[src/rtl/seg_scan_if.sv]
// seg_scan_if: decoder-side inputs and display-side outputs of the six-digit scanner.
interface seg_scan_if;
    logic [41:0] seg_in;
    logic [1:0]  mode;
    logic [5:0]  an;
    logic [6:0]  seg;
    logic        dp;
    logic        frame_tick;
    modport master (output seg_in, mode, input an, seg, dp, frame_tick);
    modport slave  (input seg_in, mode, output an, seg, dp, frame_tick);
endinterface

[src/rtl/seg_scan_driver.sv]
// seg_scan_driver: time-multiplexed HH:MM:SS scanner with anode guard band,
// per-frame input snapshot and blinking of the field being edited.
module seg_scan_driver #(
    parameter int DIGIT_TICKS    = 50000,
    parameter int GUARD_TICKS    = 500,
    parameter int BLINK_TICKS    = 12500000,
    parameter bit SEG_ACTIVE_LOW = 1'b1,
    parameter bit AN_ACTIVE_LOW  = 1'b1
) (
    input logic       clk,
    input logic       rst,
    seg_scan_if.slave disp_io
);
    localparam int CW = $clog2(DIGIT_TICKS);
    localparam int BW = BLINK_TICKS > 1 ? $clog2(BLINK_TICKS) : 1;
    localparam logic [CW-1:0] CNT_LAST   = CW'(DIGIT_TICKS - 1);
    localparam logic [CW-1:0] GUARD      = CW'(GUARD_TICKS);
    localparam logic [BW-1:0] BLINK_LAST = BW'(BLINK_TICKS - 1);

    logic [CW-1:0] cnt_q, cnt_d;
    logic [2:0]    idx_q, idx_d;
    logic [41:0]   shadow_q, shadow_d;
    logic [BW-1:0] bcnt_q, bcnt_d;
    logic          ph_q, ph_d;
    logic [5:0]    an_q, an_d;
    logic [6:0]    seg_q, seg_d;
    logic          dp_q, dp_d, tick_q;
    logic          wrap, frame, bwrap, sel, blank;
    logic [1:0]    fld;
    logic [5:0]    base;

    always_comb begin
        wrap     = cnt_q == CNT_LAST;
        frame    = wrap && idx_q == 3'd5;
        cnt_d    = wrap ? '0 : cnt_q + 1'b1;
        idx_d    = wrap ? (idx_q == 3'd5 ? 3'd0 : idx_q + 3'd1) : idx_q;
        shadow_d = frame ? disp_io.seg_in : shadow_q;
        bwrap    = bcnt_q == BLINK_LAST;
        bcnt_d   = (disp_io.mode == 2'd0 || bwrap) ? '0 : bcnt_q + 1'b1;
        ph_d     = disp_io.mode == 2'd0 ? 1'b0 : ph_q ^ bwrap;
        sel      = cnt_q >= GUARD;
        // field code of the current digit matches the mode that edits it
        fld      = idx_q >= 3'd4 ? 2'd1 : idx_q >= 3'd2 ? 2'd2 : 2'd3;
        blank    = ph_q && disp_io.mode == fld;
        base     = 6'(idx_q) * 6'd7;
        seg_d    = blank ? 7'd0 : shadow_q[base +: 7];
        an_d     = sel ? 6'd1 << idx_q : 6'd0;
        dp_d     = sel && (idx_q == 3'd2 || idx_q == 3'd4);
    end

    always_ff @(posedge clk) begin
        if (rst) begin
            cnt_q    <= '0;
            idx_q    <= '0;
            shadow_q <= '0;
            bcnt_q   <= '0;
            ph_q     <= 1'b0;
            an_q     <= {6{AN_ACTIVE_LOW}};
            seg_q    <= {7{SEG_ACTIVE_LOW}};
            dp_q     <= SEG_ACTIVE_LOW;
            tick_q   <= 1'b0;
        end else begin
            cnt_q    <= cnt_d;
            idx_q    <= idx_d;
            shadow_q <= shadow_d;
            bcnt_q   <= bcnt_d;
            ph_q     <= ph_d;
            an_q     <= an_d ^ {6{AN_ACTIVE_LOW}};
            seg_q    <= seg_d ^ {7{SEG_ACTIVE_LOW}};
            dp_q     <= dp_d ^ SEG_ACTIVE_LOW;
            tick_q   <= frame;
        end
    end

    assign disp_io.an         = an_q;
    assign disp_io.seg        = seg_q;
    assign disp_io.dp         = dp_q;
    assign disp_io.frame_tick = tick_q;
endmodule
[src/flat_wrapper.sv]
// flat-port wrapper written by rule: the top's interface ports become plain ports
module seg_scan_driver_flat 
#(
    parameter int DIGIT_TICKS    = 50000,
    parameter int GUARD_TICKS    = 500,
    parameter int BLINK_TICKS    = 12500000,
    parameter bit SEG_ACTIVE_LOW = 1'b1,
    parameter bit AN_ACTIVE_LOW  = 1'b1
)
  (clk, rst, disp_io_seg_in, disp_io_mode, disp_io_an, disp_io_seg, disp_io_dp, disp_io_frame_tick);
  seg_scan_if disp_io_i ();
  input logic clk;
  input logic rst;
  input wire logic [$bits(disp_io_i.seg_in)-1:0] disp_io_seg_in;
  input wire logic [$bits(disp_io_i.mode)-1:0] disp_io_mode;
  output wire logic [$bits(disp_io_i.an)-1:0] disp_io_an;
  output wire logic [$bits(disp_io_i.seg)-1:0] disp_io_seg;
  output wire logic [$bits(disp_io_i.dp)-1:0] disp_io_dp;
  output wire logic [$bits(disp_io_i.frame_tick)-1:0] disp_io_frame_tick;
  assign disp_io_i.seg_in = disp_io_seg_in;
  assign disp_io_i.mode = disp_io_mode;
  assign disp_io_an = disp_io_i.an;
  assign disp_io_seg = disp_io_i.seg;
  assign disp_io_dp = disp_io_i.dp;
  assign disp_io_frame_tick = disp_io_i.frame_tick;
  seg_scan_driver #(.DIGIT_TICKS(DIGIT_TICKS), .GUARD_TICKS(GUARD_TICKS), .BLINK_TICKS(BLINK_TICKS), .SEG_ACTIVE_LOW(SEG_ACTIVE_LOW), .AN_ACTIVE_LOW(AN_ACTIVE_LOW)) u_core (.clk(clk), .rst(rst), .disp_io(disp_io_i));
endmodule
[config.mk]
export PLATFORM = sky130hd
export DESIGN_NAME = seg_scan_driver_flat
export DESIGN_NICKNAME = d
export VERILOG_FILES = /design/src/rtl/seg_scan_if.sv /design/src/rtl/seg_scan_driver.sv /design/src/flat_wrapper.sv
export SDC_FILE = /design/constraint.sdc
export NUM_CORES = 1
export LEC_CHECK = 0
export ABC_AREA = 1
export BUFFER_PORTS_ARGS = -buffer_cell sky130_fd_sc_hd__buf_2
export CORE_UTILIZATION = 54
export CTS_BUF_LIST = sky130_fd_sc_hd__clkbuf_8
export DETAILED_ROUTE_END_ITERATION = 8
export PLACE_DENSITY = 0.84
export SLEW_MARGIN = 15
export SYNTH_ARGS = -nofsm -noshare
export SYNTH_HDL_FRONTEND = slang
export SYNTH_SLANG_ARGS = --single-unit
[constraint.sdc]
create_clock -name clk -period 1.3 [get_ports clk]
set_input_delay 0.26 -clock clk [delete_from_list [all_inputs] [get_ports clk]]
set_output_delay 0.26 -clock clk [all_outputs]
set_load 0.02 [all_outputs]
==> flow_summary.rst, run 1 <==
.. list-table::
   :header-rows: 1

   * - Metric
     - Value
   * - Final critical-path share of the clock period
     - 116%
   * - Number of global-route vias before repair
     - ~4700
   * - Most numerous cell types in the synthesized netlist
     - 214 x sky130_fd_sc_hd__nand2_1, 172 x sky130_fd_sc_hd__nor2_1, 101 x sky130_fd_sc_hd__dfxtp_1
   * - VDD IR max
     - about 0.00069 V
   * - Final standard cell area without fillers
     - approximately 6500 um2
   * - Number of antenna violations at the first check in global routing
     - 0
   * - Clock tree from TritonCTS
     - done
   * - Unique masters post-synth
     - 29
   * - Inserted Clock Buffers
     - 9
   * - Post-Syn Instances
     - 711
   * - Total instance count after detailed placement
     - 915
   * - CTS root buffer
     - sky130_fd_sc_hd__clkbuf_8
   * - Slew Limit Headroom
     - 78.1%
   * - Largest net degree at the start of global routing
     - 43
   * - Max Freq
     - approximately 0.66 GHz
   * - Routability congestion estimate from global placement
     - 0.900
   * - Routed wirelength normalized by instance count
     - 14.9 um
   * - First drt pass iteration count
     - 5
   * - Startpoint-to-endpoint class of the critical path
     - reg2reg
   * - Number of routed nets with antenna violations
     - 0
   * - Most area-consuming cells after synthesis
     - sky130_fd_sc_hd__dfxtp_1 43%, sky130_fd_sc_hd__nand2_1 17%, sky130_fd_sc_hd__nor2_1 14%
   * - Overall power consumption
     - 5.52 mW
   * - Fraction of synthesis flops using an asynchronous set or reset pin
     - 0%
   * - Post-Synthesis Mean Instance Area
     - approximately 6.7 um2
   * - Type of origin of the critical path
     - register
   * - Total vias in the final route
     - roughly 5100
   * - Depth of the CTS H-tree
     - 3
   * - Yosys warnings
     - 0
   * - Setup slack of the most critical reg-to-reg path
     - -0.21 ns
   * - Total half-perimeter wirelength after legalization and detailed placement
     - ~8100 um
   * - Layout Nets
     - 892
   * - Setup Viol. Count Final
     - 91
   * - Portion of synthesized cell area occupied by the leading cell type
     - 42.7%
   * - Average via count per standard cell
     - 5.39
   * - Top flip-flop cell by instance count after synthesis
     - sky130_fd_sc_hd__dfxtp_1
   * - Fraction of layout instances using a drive strength above 1
     - roughly a third
   * - Failing checks
     - setup timing
   * - Remaining routing DRC violations
     - 0
   * - P per Cell Area
     - between 800 and 900 nW/um2
   * - Chip Width
     - 95.6 um
   * - Placed Instance Area
     - 5610 um2
   * - Antenna diodes
     - 0
   * - I/O pin count
     - 61
   * - Maximum clock insertion buffer count
     - 2
   * - Setup repair after global routing missed its margin
     - yes
   * - Final WS setup
     - -0.214 ns
   * - Floorplan Core Area
     - 8340 um2
   * - Most area-hungry cell type in the Yosys netlist
     - sky130_fd_sc_hd__dfxtp_1
   * - Min-Delay Path Class
     - in2reg
   * - Total number of placement rows
     - 33
   * - Post-layout instance count excluding filler cells
     - 952
   * - Run status
     - finished with violations
   * - DRC marker count from the first detailed-route iteration
     - 269
   * - LEAKAGE
     - roughly 3 nW
   * - Syn nets
     - 761
   * - Wire length of the first global-routing pass
     - 19700 um
   * - Max-cap violation count
     - 0
   * - Max-slew violation count
     - 0
   * - Clock network latency to the later pin of the worst-skew pair
     - 0.38 ns
   * - Sequential cell area fraction in the yosys report
     - a little over two fifths
   * - Final hold violation count
     - 0
   * - Number of flip-flops and latches in the synthesized netlist
     - 101
   * - Cell Area, Synth
     - 4730 um2
   * - Final Critical Period
     - 1.51 ns
   * - Sort of element at the end of the critical path
     - register
   * - Wirelength, routed
     - 14100 um
   * - Worst path arrival time
     - about 1.8 ns
   * - Number of enable flip-flop cells after synthesis
     - 0
   * - Most used standard cell by instance count after synthesis
     - sky130_fd_sc_hd__nand2_1
   * - Setup clock skew after layout
     - 0.0102 ns
   * - Peak fanout along the critical path
     - 8
   * - Area growth from synthesis to layout
     - 36.5%
   * - Die Y
     - 95.6 um
   * - Area of the die
     - about 9000 um2
   * - Worst Tran Pin Value
     - 0.327 ns
   * - Quantity of I/O buffers inserted on ports
     - 60
   * - Overall overflow remaining after global route
     - 0
   * - Required time worst endpoint
     - 1.57 ns
   * - Clock Pin Slew Worst Setup and Hold Paths
     - 0.10 ns
   * - Global Route Usage Sum
     - 27.9%
   * - Clk sinks
     - 101
   * - Initial core utilization
     - 56.8%
[cell usage in the layout (no fill, tap or decap), types with 6 or more instances in the layout]
cell,n
sky130_fd_sc_hd__a21oi_2,8
sky130_fd_sc_hd__buf_2,60
sky130_fd_sc_hd__buf_4,60
sky130_fd_sc_hd__buf_6,10
sky130_fd_sc_hd__clkbuf_8,9
sky130_fd_sc_hd__dfxtp_1,74
sky130_fd_sc_hd__dfxtp_2,22
sky130_fd_sc_hd__inv_1,86
sky130_fd_sc_hd__nand2_1,204
sky130_fd_sc_hd__nand2_2,9
sky130_fd_sc_hd__nand3_1,23
sky130_fd_sc_hd__nand4_1,12
sky130_fd_sc_hd__nor2_1,116
sky130_fd_sc_hd__nor2_2,42
sky130_fd_sc_hd__nor2_4,20
sky130_fd_sc_hd__o21ai_0,7
sky130_fd_sc_hd__o221ai_1,7
sky130_fd_sc_hd__xnor2_1,6
sky130_fd_sc_hd__xor2_1,12
[metal layers]
| layer | GRT usage (%) | share of wire [%] | up-vias |
|---|---|---|---|
| met5 | 0 | 0 | - |
| li1 | - | - | 2422 |
| met2 | 51.1 | 51 | 260 |
| met3 | 7.81 | 7.1 | 85 |
| met4 | 12.8 | 5.2 | 0 |
| met1 | 29.5 | 37 | 2365 |
[critical path, stage by stage (launching register included)]
cell,delay (ns)
sky130_fd_sc_hd__dfxtp_2,0.37
sky130_fd_sc_hd__ha_4,0.15
sky130_fd_sc_hd__nand3_4,0.09
sky130_fd_sc_hd__nor2_4,0.21
sky130_fd_sc_hd__buf_6,0.14
sky130_fd_sc_hd__nand3_4,0.18
sky130_fd_sc_hd__nand2_8,0.19
sky130_fd_sc_hd__nor2_1,0.07
[registers in the layout (all words and copies together) (netlist names)]
register and count:
u_core.idx_q 3, u_core.shadow_q 42, u_core.disp_io.frame_tick 1, u_core.disp_io.dp 1
u_core.bcnt_q 24, u_core.ph_q 1, u_core.disp_io.seg 7, u_core.cnt_q 16
u_core.disp_io.an 6
[logic make-up (layout without fill, tap and decap cells)]
family / after synthesis / count (layout) / share of synthesized area, %
fa+ha+maj: 4 / 4 / 1.06
flops: 101 / 101 / 42.7
compound gates: 30 / 30 / 4.02
xor+xnor: 20 / 20 / 3.70
buf+inv: 108 / 243 / 9.67
simple gates: 448 / 449 / 38.8
[cell type report]
class / instances / area [um2]
multi-input combinational: 503 / 2710
sequential: 101 / 2070
fill: 544 / 1880
timing repair buffer: 138 / 1020
inverter: 89 / 339
tap: 105 / 131
clock buffer: 9 / 124
clock inverter: 7 / 72.6
[metrics by stage]
step	setup TNS [ns]	worst slack, ns	utilization [%]	hold WS, ns
2_1_floorplan	-3.60	-0.0860	-	0.332
3_3_place_gp	-3.13	-0.0843	67.2	0.427
3_5_place_dp	-6.72	-0.133	67.2	0.436
4_1_cts	-5.16	-0.0958	72.5	0.0990
5_1_grt	-17.94	-0.271	77.5	0.0891
6_report	-12.46	-0.214	77.5	0.0938
[what timing repair did]
action	in CTS	in global routing
buffers inserted	7	12
resized for setup	46	111
cloned	2	2
endpoints found under the setup margin	93	101
hold buffers	0	0
pin swaps	8	24
[path summary, 6_finish.rpt]
check                                   startpoint                   to  cells past startpoint
worst min-delay path            disp_io_seg_in[16]  u_core.shadow_q[16]                      3
worst min register to register    u_core.bcnt_q[3]     u_core.bcnt_q[3]                      2
worst max register to register     u_core.cnt_q[1]      u_core.cnt_q[8]                      7
worst max-delay path               u_core.cnt_q[1]      u_core.cnt_q[8]                      7
[power breakdown]
group / leakage (nW) / switching, mW / internal [mW] / total (mW)
Clock: 0.107 / 1.19 / 0.906 / 2.10
Combinational: 2.00 / 0.155 / 0.147 / 0.302
Sequential: 0.829 / 0.0175 / 3.10 / 3.12
(Power assumes the default switching activity.)
==> run 2: changes to the inputs <==
ABC_AREA = default   (was 1)
CORE_UTILIZATION = 53   (was 54)
==> run 2 against run 1 <==
  * The run now fails in global routing (5_1_grt)
  * Synthesized cell count fell by 30%
  * Area after synthesis fell by 8.7%
==> flow_summary.rst, run 2 <==
.. list-table::
   :header-rows: 1

   * - Metric
     - Value
   * - Maximum clock insertion buffer count
     - 2
   * - Number of flip-flops and latches in the synthesized netlist
     - ~100
   * - Post-CTS Hold Buffers
     - 0
   * - Inserted Clock Buffers
     - 9
   * - Quantity of I/O buffers inserted on ports
     - 60
   * - Portion of synthesized cell area occupied by the leading cell type
     - between 40% and 50%
   * - Top flip-flop cell by instance count after synthesis
     - sky130_fd_sc_hd__dfxtp_1
   * - Fraction of synthesis flops using an asynchronous set or reset pin
     - 0%
   * - Final worst endpoint reported by repair_timing after global routing
     - u_core.bcnt_q[19]$_SDFF_PP0_/D
   * - Total number of placement rows
     - 32
   * - Sequential cell area fraction in the yosys report
     - 46.8%
   * - First Error
     - [ERROR GRT-0232] Routing congestion too high. Check the congestion heatmap in the GUI.
   * - Clk sinks
     - about 100
   * - Run status
     - aborted with a tool error
   * - Most area-hungry cell type in the Yosys netlist
     - sky130_fd_sc_hd__dfxtp_1
   * - Cell Area, Synth
     - 4320 um2
   * - Most used standard cell by instance count after synthesis
     - sky130_fd_sc_hd__dfxtp_1
   * - Global Route Usage Sum
     - 89.0%
   * - CTS root buffer
     - sky130_fd_sc_hd__clkbuf_8
   * - Unique masters post-synth
     - 37
   * - Depth of the CTS H-tree
     - 3
   * - Largest net degree at the start of global routing
     - between 40 and 50
   * - Initial core utilization
     - 55.4%
   * - I/O pin count
     - 61
   * - Overall overflow remaining after global route
     - 368
   * - Kind of pin the worst path terminates on
     - register input
   * - Number of enable flip-flop cells after synthesis
     - 0
   * - Stage where the flow stopped
     - global routing (5_1_grt)
   * - Post-Synthesis Mean Instance Area
     - 8.63 um2
   * - Yosys warnings
     - 0
   * - Chip Width
     - 92.3 um
   * - Syn nets
     - 551
   * - Routability congestion estimate from global placement
     - 0.874
   * - Most numerous cell types in the synthesized netlist
     - 101 x sky130_fd_sc_hd__dfxtp_1, 59 x sky130_fd_sc_hd__o21ai_0, 58 x sky130_fd_sc_hd__a21oi_1
   * - Die Y
     - 92.3 um
   * - Most area-consuming cells after synthesis
     - sky130_fd_sc_hd__dfxtp_1 47%, sky130_fd_sc_hd__o21ai_0 6.8%, sky130_fd_sc_hd__a21oi_1 6.7%
   * - Setup WS pre-CTS
     - -0.473 ns
   * - Post-Syn Instances
     - 501
   * - Total half-perimeter wirelength after legalization and detailed placement
     - a little over 8000 um
## run 2: cell count changes after synthesis, sizes merged, moves of 11 or more
cell,previous run,this run
nand2,216,33
nor2,178,35
inv,88,8
o21ai,9,60
a21oi,10,58
clkbuf,3,28
nand3,32,57
or3,0,11
## run 2: stage by stage
step	hold slack, ns	util, %	instance area [um2]	instances	setup TNS (ns)
after CTS	0.112	88.6	6920	770	-23.61
after global placement	0.455	69.3	5410	708	-17.28
after floorplan	0.372	-	4600	501	-17.34
after detailed placement	0.471	69.3	5410	708	-28.29
## run 2: what timing repair did
item / CTS
resized for setup: 169
setup endpoints to repair: 101
hold endpoints to repair: 0
setup buffers: 34
pin swaps: 106
cloned: 13
## run 2: routing by layer
layer	track usage (%)	overflow
met3	65.3	4
met2	111	240
met4	104	123
met1	86.2	1
met5	8.33	0
## run 2: logic make-up after synthesis
kind of cell / share of synthesized area (%)
adder cells (fa/ha/maj): 1.16
AND/OR/NAND/NOR: 22.2
XOR/XNOR: 5.07
multiplexers: 5.27
AO/OA/AOI/OAI: 15.5
buffers and inverters: 4.02
flip-flops: 46.8
==> run 3: changes to the inputs <==
CORE_UTILIZATION = 40   (was 53)
CTS_BUF_LIST = default   (was sky130_fd_sc_hd__clkbuf_8)
PLACE_DENSITY = default   (was 0.84)
PLACE_DENSITY_LB_ADDON = 0.15   (was default)
clock period = 1.7 ns   (was 1.3 ns; I/O delays follow)
==> run 3 against run 2 <==
  * Area after synthesis unchanged
  * Synthesized cell count did not move
  * The flow now finishes without violations
==> flow_summary.rst, run 3 <==
.. list-table::
   :header-rows: 1

   * - Metric
     - Value
   * - Unique masters post-synth
     - 37
   * - Syn nets
     - 551
   * - Post-Synthesis Mean Instance Area
     - 8.63 um2
   * - Total vias in the final route
     - approximately 3900
   * - Wire length of the first global-routing pass
     - between 15000 and 20000 um
   * - Cell Area, Synth
     - 4320 um2
   * - DRC marker count from the first detailed-route iteration
     - 202
   * - Routed wirelength normalized by instance count
     - approximately 14 um
   * - Most common cell after layout, fill and taps aside
     - sky130_fd_sc_hd__dfxtp_1
   * - Most used standard cell by instance count after synthesis
     - sky130_fd_sc_hd__dfxtp_1
   * - Sort of element at the end of the critical path
     - register
   * - First drt pass iteration count
     - 4
   * - Total number of placement rows
     - 37
   * - Most area-consuming cells after synthesis
     - sky130_fd_sc_hd__dfxtp_1 47%, sky130_fd_sc_hd__o21ai_0 6.8%, sky130_fd_sc_hd__a21oi_1 6.7%
   * - Startpoint-to-endpoint class of the critical path
     - reg2reg
   * - Die Y
     - 106 um
   * - Flip-flop count of the largest register after layout
     - between 40 and 50
   * - Overall power consumption
     - just over 4 mW
   * - P per Cell Area
     - 753 nW/um2
   * - Clock Pin Slew Worst Setup and Hold Paths
     - 0.10 ns
   * - Max-slew violation count
     - 0
   * - Final WS setup
     - 0.0404 ns
   * - CTS root buffer
     - sky130_fd_sc_hd__clkbuf_8
   * - Depth of the CTS H-tree
     - 3
   * - Global Route Usage Sum
     - 19.3%
   * - Wirelength, routed
     - roughly 11000 um
   * - Fraction of synthesis flops using an asynchronous set or reset pin
     - 0%
   * - Max-cap violation count
     - 0
   * - Type of origin of the critical path
     - register
   * - Worst path arrival time
     - 1.97 ns
   * - Area fraction in compound gates after synthesis
     - 15.5%
   * - Fraction of layout instances using a drive strength above 1
     - 27.5%
   * - Setup repair after global routing missed its margin
     - yes
   * - Remaining routing DRC violations
     - 0
   * - Setup clock skew after layout
     - 0.0114 ns
   * - Setup Viol. Count Final
     - 0
   * - Setup WS pre-CTS
     - -0.104 ns
   * - Most numerous cell types in the synthesized netlist
     - 101 x sky130_fd_sc_hd__dfxtp_1, 59 x sky130_fd_sc_hd__o21ai_0, 58 x sky130_fd_sc_hd__a21oi_1
   * - Worst Tran Pin Value
     - between 0.5 and 0.6 ns
   * - Quantity of I/O buffers inserted on ports
     - 60
   * - Inserted Clock Buffers
     - 9
   * - Required time worst endpoint
     - 2.01 ns
   * - Area growth from synthesis to layout
     - 25.1%
   * - Number of flip-flops and latches in the synthesized netlist
     - around 100
   * - Number of enable flip-flop cells after synthesis
     - 0
   * - Yosys warnings
     - 0
   * - Fraction of synthesized cell area in xor and xnor cells
     - 5.07%
   * - Top flip-flop cell by instance count after synthesis
     - sky130_fd_sc_hd__dfxtp_1
   * - I/O pin count
     - 61
   * - Slew Limit Headroom
     - 66.0%
   * - Number of antenna violations at the first check in global routing
     - 0
   * - Final Critical Period
     - 1.66 ns
   * - Post-CTS Hold Buffers
     - 0
   * - Number of routed nets with antenna violations
     - 0
   * - Area of the die
     - 11200 um2
   * - Share of synthesized cell area in and, or, nand and nor gates
     - 22.2%
   * - Most area-hungry cell type in the Yosys netlist
     - sky130_fd_sc_hd__dfxtp_1
   * - Final hold violation count
     - 0
   * - Setup TNS
     - 0 ns
   * - Final standard cell area without fillers
     - 5410 um2
   * - Number of global-route vias before repair
     - 3557
   * - Clk sinks
     - 101
   * - Total half-perimeter wirelength after legalization and detailed placement
     - around 7200 um
   * - LEAKAGE
     - 1.84 nW
   * - Clock network latency to the later pin of the worst-skew pair
     - around 0.37 ns
   * - VDD IR max
     - 0.000710 V
   * - Max Freq
     - 0.603 GHz
   * - Initial core utilization
     - 41.5%
   * - Overall overflow remaining after global route
     - 0
   * - Most frequent cells in the layout
     - 88 x sky130_fd_sc_hd__dfxtp_1, 60 x sky130_fd_sc_hd__buf_2, 56 x sky130_fd_sc_hd__a21oi_1, 55 x sky130_fd_sc_hd__nand3_1, 53 x sky130_fd_sc_hd__o21ai_0
   * - Peak fanout along the critical path
     - 9
   * - Routability congestion estimate from global placement
     - 0.811
   * - Mux share of post-synthesis cell area
     - 5.27%
   * - Run status
     - complete, no violations
   * - Regs by FF count
     - u_core.shadow_q (42), u_core.bcnt_q (24), u_core.cnt_q (16)
   * - Synth Area in Adders
     - 1.16%
   * - Layout Nets
     - 637
   * - Portion of synthesized cell area occupied by the leading cell type
     - 46.8%
   * - Chip Width
     - 106 um
   * - Antenna diodes
     - 0
   * - Average via count per standard cell
     - between 5 and 6
   * - Register with the most flip-flops
     - u_core.shadow_q
   * - Clock tree from TritonCTS
     - done
   * - Largest family of logic cells by synthesized area
     - simple AND/OR/NAND/NOR gates
   * - Fill cell total of the finished layout
     - between 1000 and 1500
   * - Floorplan Core Area
     - 10400 um2
   * - Placed Instance Area
     - 5100 um2
   * - Largest net degree at the start of global routing
     - 45
   * - Sequential cell area in the final layout
     - 2040 um2
   * - Maximum clock insertion buffer count
     - 2
   * - Area of combinational cells with multiple inputs
     - 2210 um2
   * - Min-Delay Path Class
     - in2reg
   * - Sequential cell area fraction in the yosys report
     - 46.8%
   * - Post-Syn Instances
     - between 500 and 600
   * - Final critical-path share of the clock period
     - 97.6%
-- run 3: per-stage QoR --
stage	hold slack [ns]	std cells	utilization, %
after detailed placement	0.454	711	48.9
after global placement	0.441	711	48.9
after CTS	0.193	727	50.9
final	0.212	728	51.9
after global routing	0.185	728	51.9
after floorplan	0.430	501	-
-- run 3: cell type report --
cell class                 count  area share [%]
clock buffer                  10            2.55
clock inverter                 6            1.13
inverter                       9           0.625
timing repair buffer         110            13.9
multi-input combinational    356            40.9
sequential                   101            37.8
tap                          136            3.15
-- run 3: kinds of logic (layout without fill, tap and decap cells) --
family,after synthesis,count (layout)
buffers and inverters,44,135
AND/OR/NAND/NOR,184,184
multiplexers,14,14
XOR/XNOR,25,25
AO/OA/AOI/OAI,129,129
flip-flops,101,101
adder cells (fa/ha/maj),4,4
-- run 3: timing repair --
| action | CTS | global route |
|---|---|---|
| setup buffers | 0 | 0 |
| resized for setup | 2 | 29 |
| cloned | 0 | 1 |
| pin swaps | 0 | 3 |
| endpoints found under the setup margin | 3 | 63 |
-- run 3: power breakdown --
group / switching (mW) / leakage [nW] / internal, mW
clock: 0.825 / 0.102 / 0.719
combinational: 0.0730 / 0.916 / 0.0694
sequential: 0.0111 / 0.821 / 2.37
-- run 3: final timing paths --
kind,start,cells past startpoint,slack (ns),endpoint
worst max-delay path,u_core.bcnt_q[1],4,0.04,u_core.bcnt_q[23]
worst min-delay path,disp_io_seg_in[11],3,0.21,u_core.shadow_q[11]
worst max register to register,u_core.bcnt_q[1],4,0.04,u_core.bcnt_q[23]
worst min register to register,u_core.cnt_q[0],1,0.45,u_core.cnt_q[0]
-- run 3: critical path, stage by stage, from the launching register on --
cell	delay (ns)
sky130_fd_sc_hd__dfxtp_4	0.38
sky130_fd_sc_hd__nand4_1	0.13
sky130_fd_sc_hd__or4_4	0.55
sky130_fd_sc_hd__or4_4	0.43
sky130_fd_sc_hd__a21oi_2	0.12
-- run 3: routing by layer --
metal / wire length (um) / GRT usage [%]
met5: 0 / 0
met4: 55 / 4.96
met3: 569 / 5.09
met2: 4960 / 29.7
met1: 4960 / 26.8
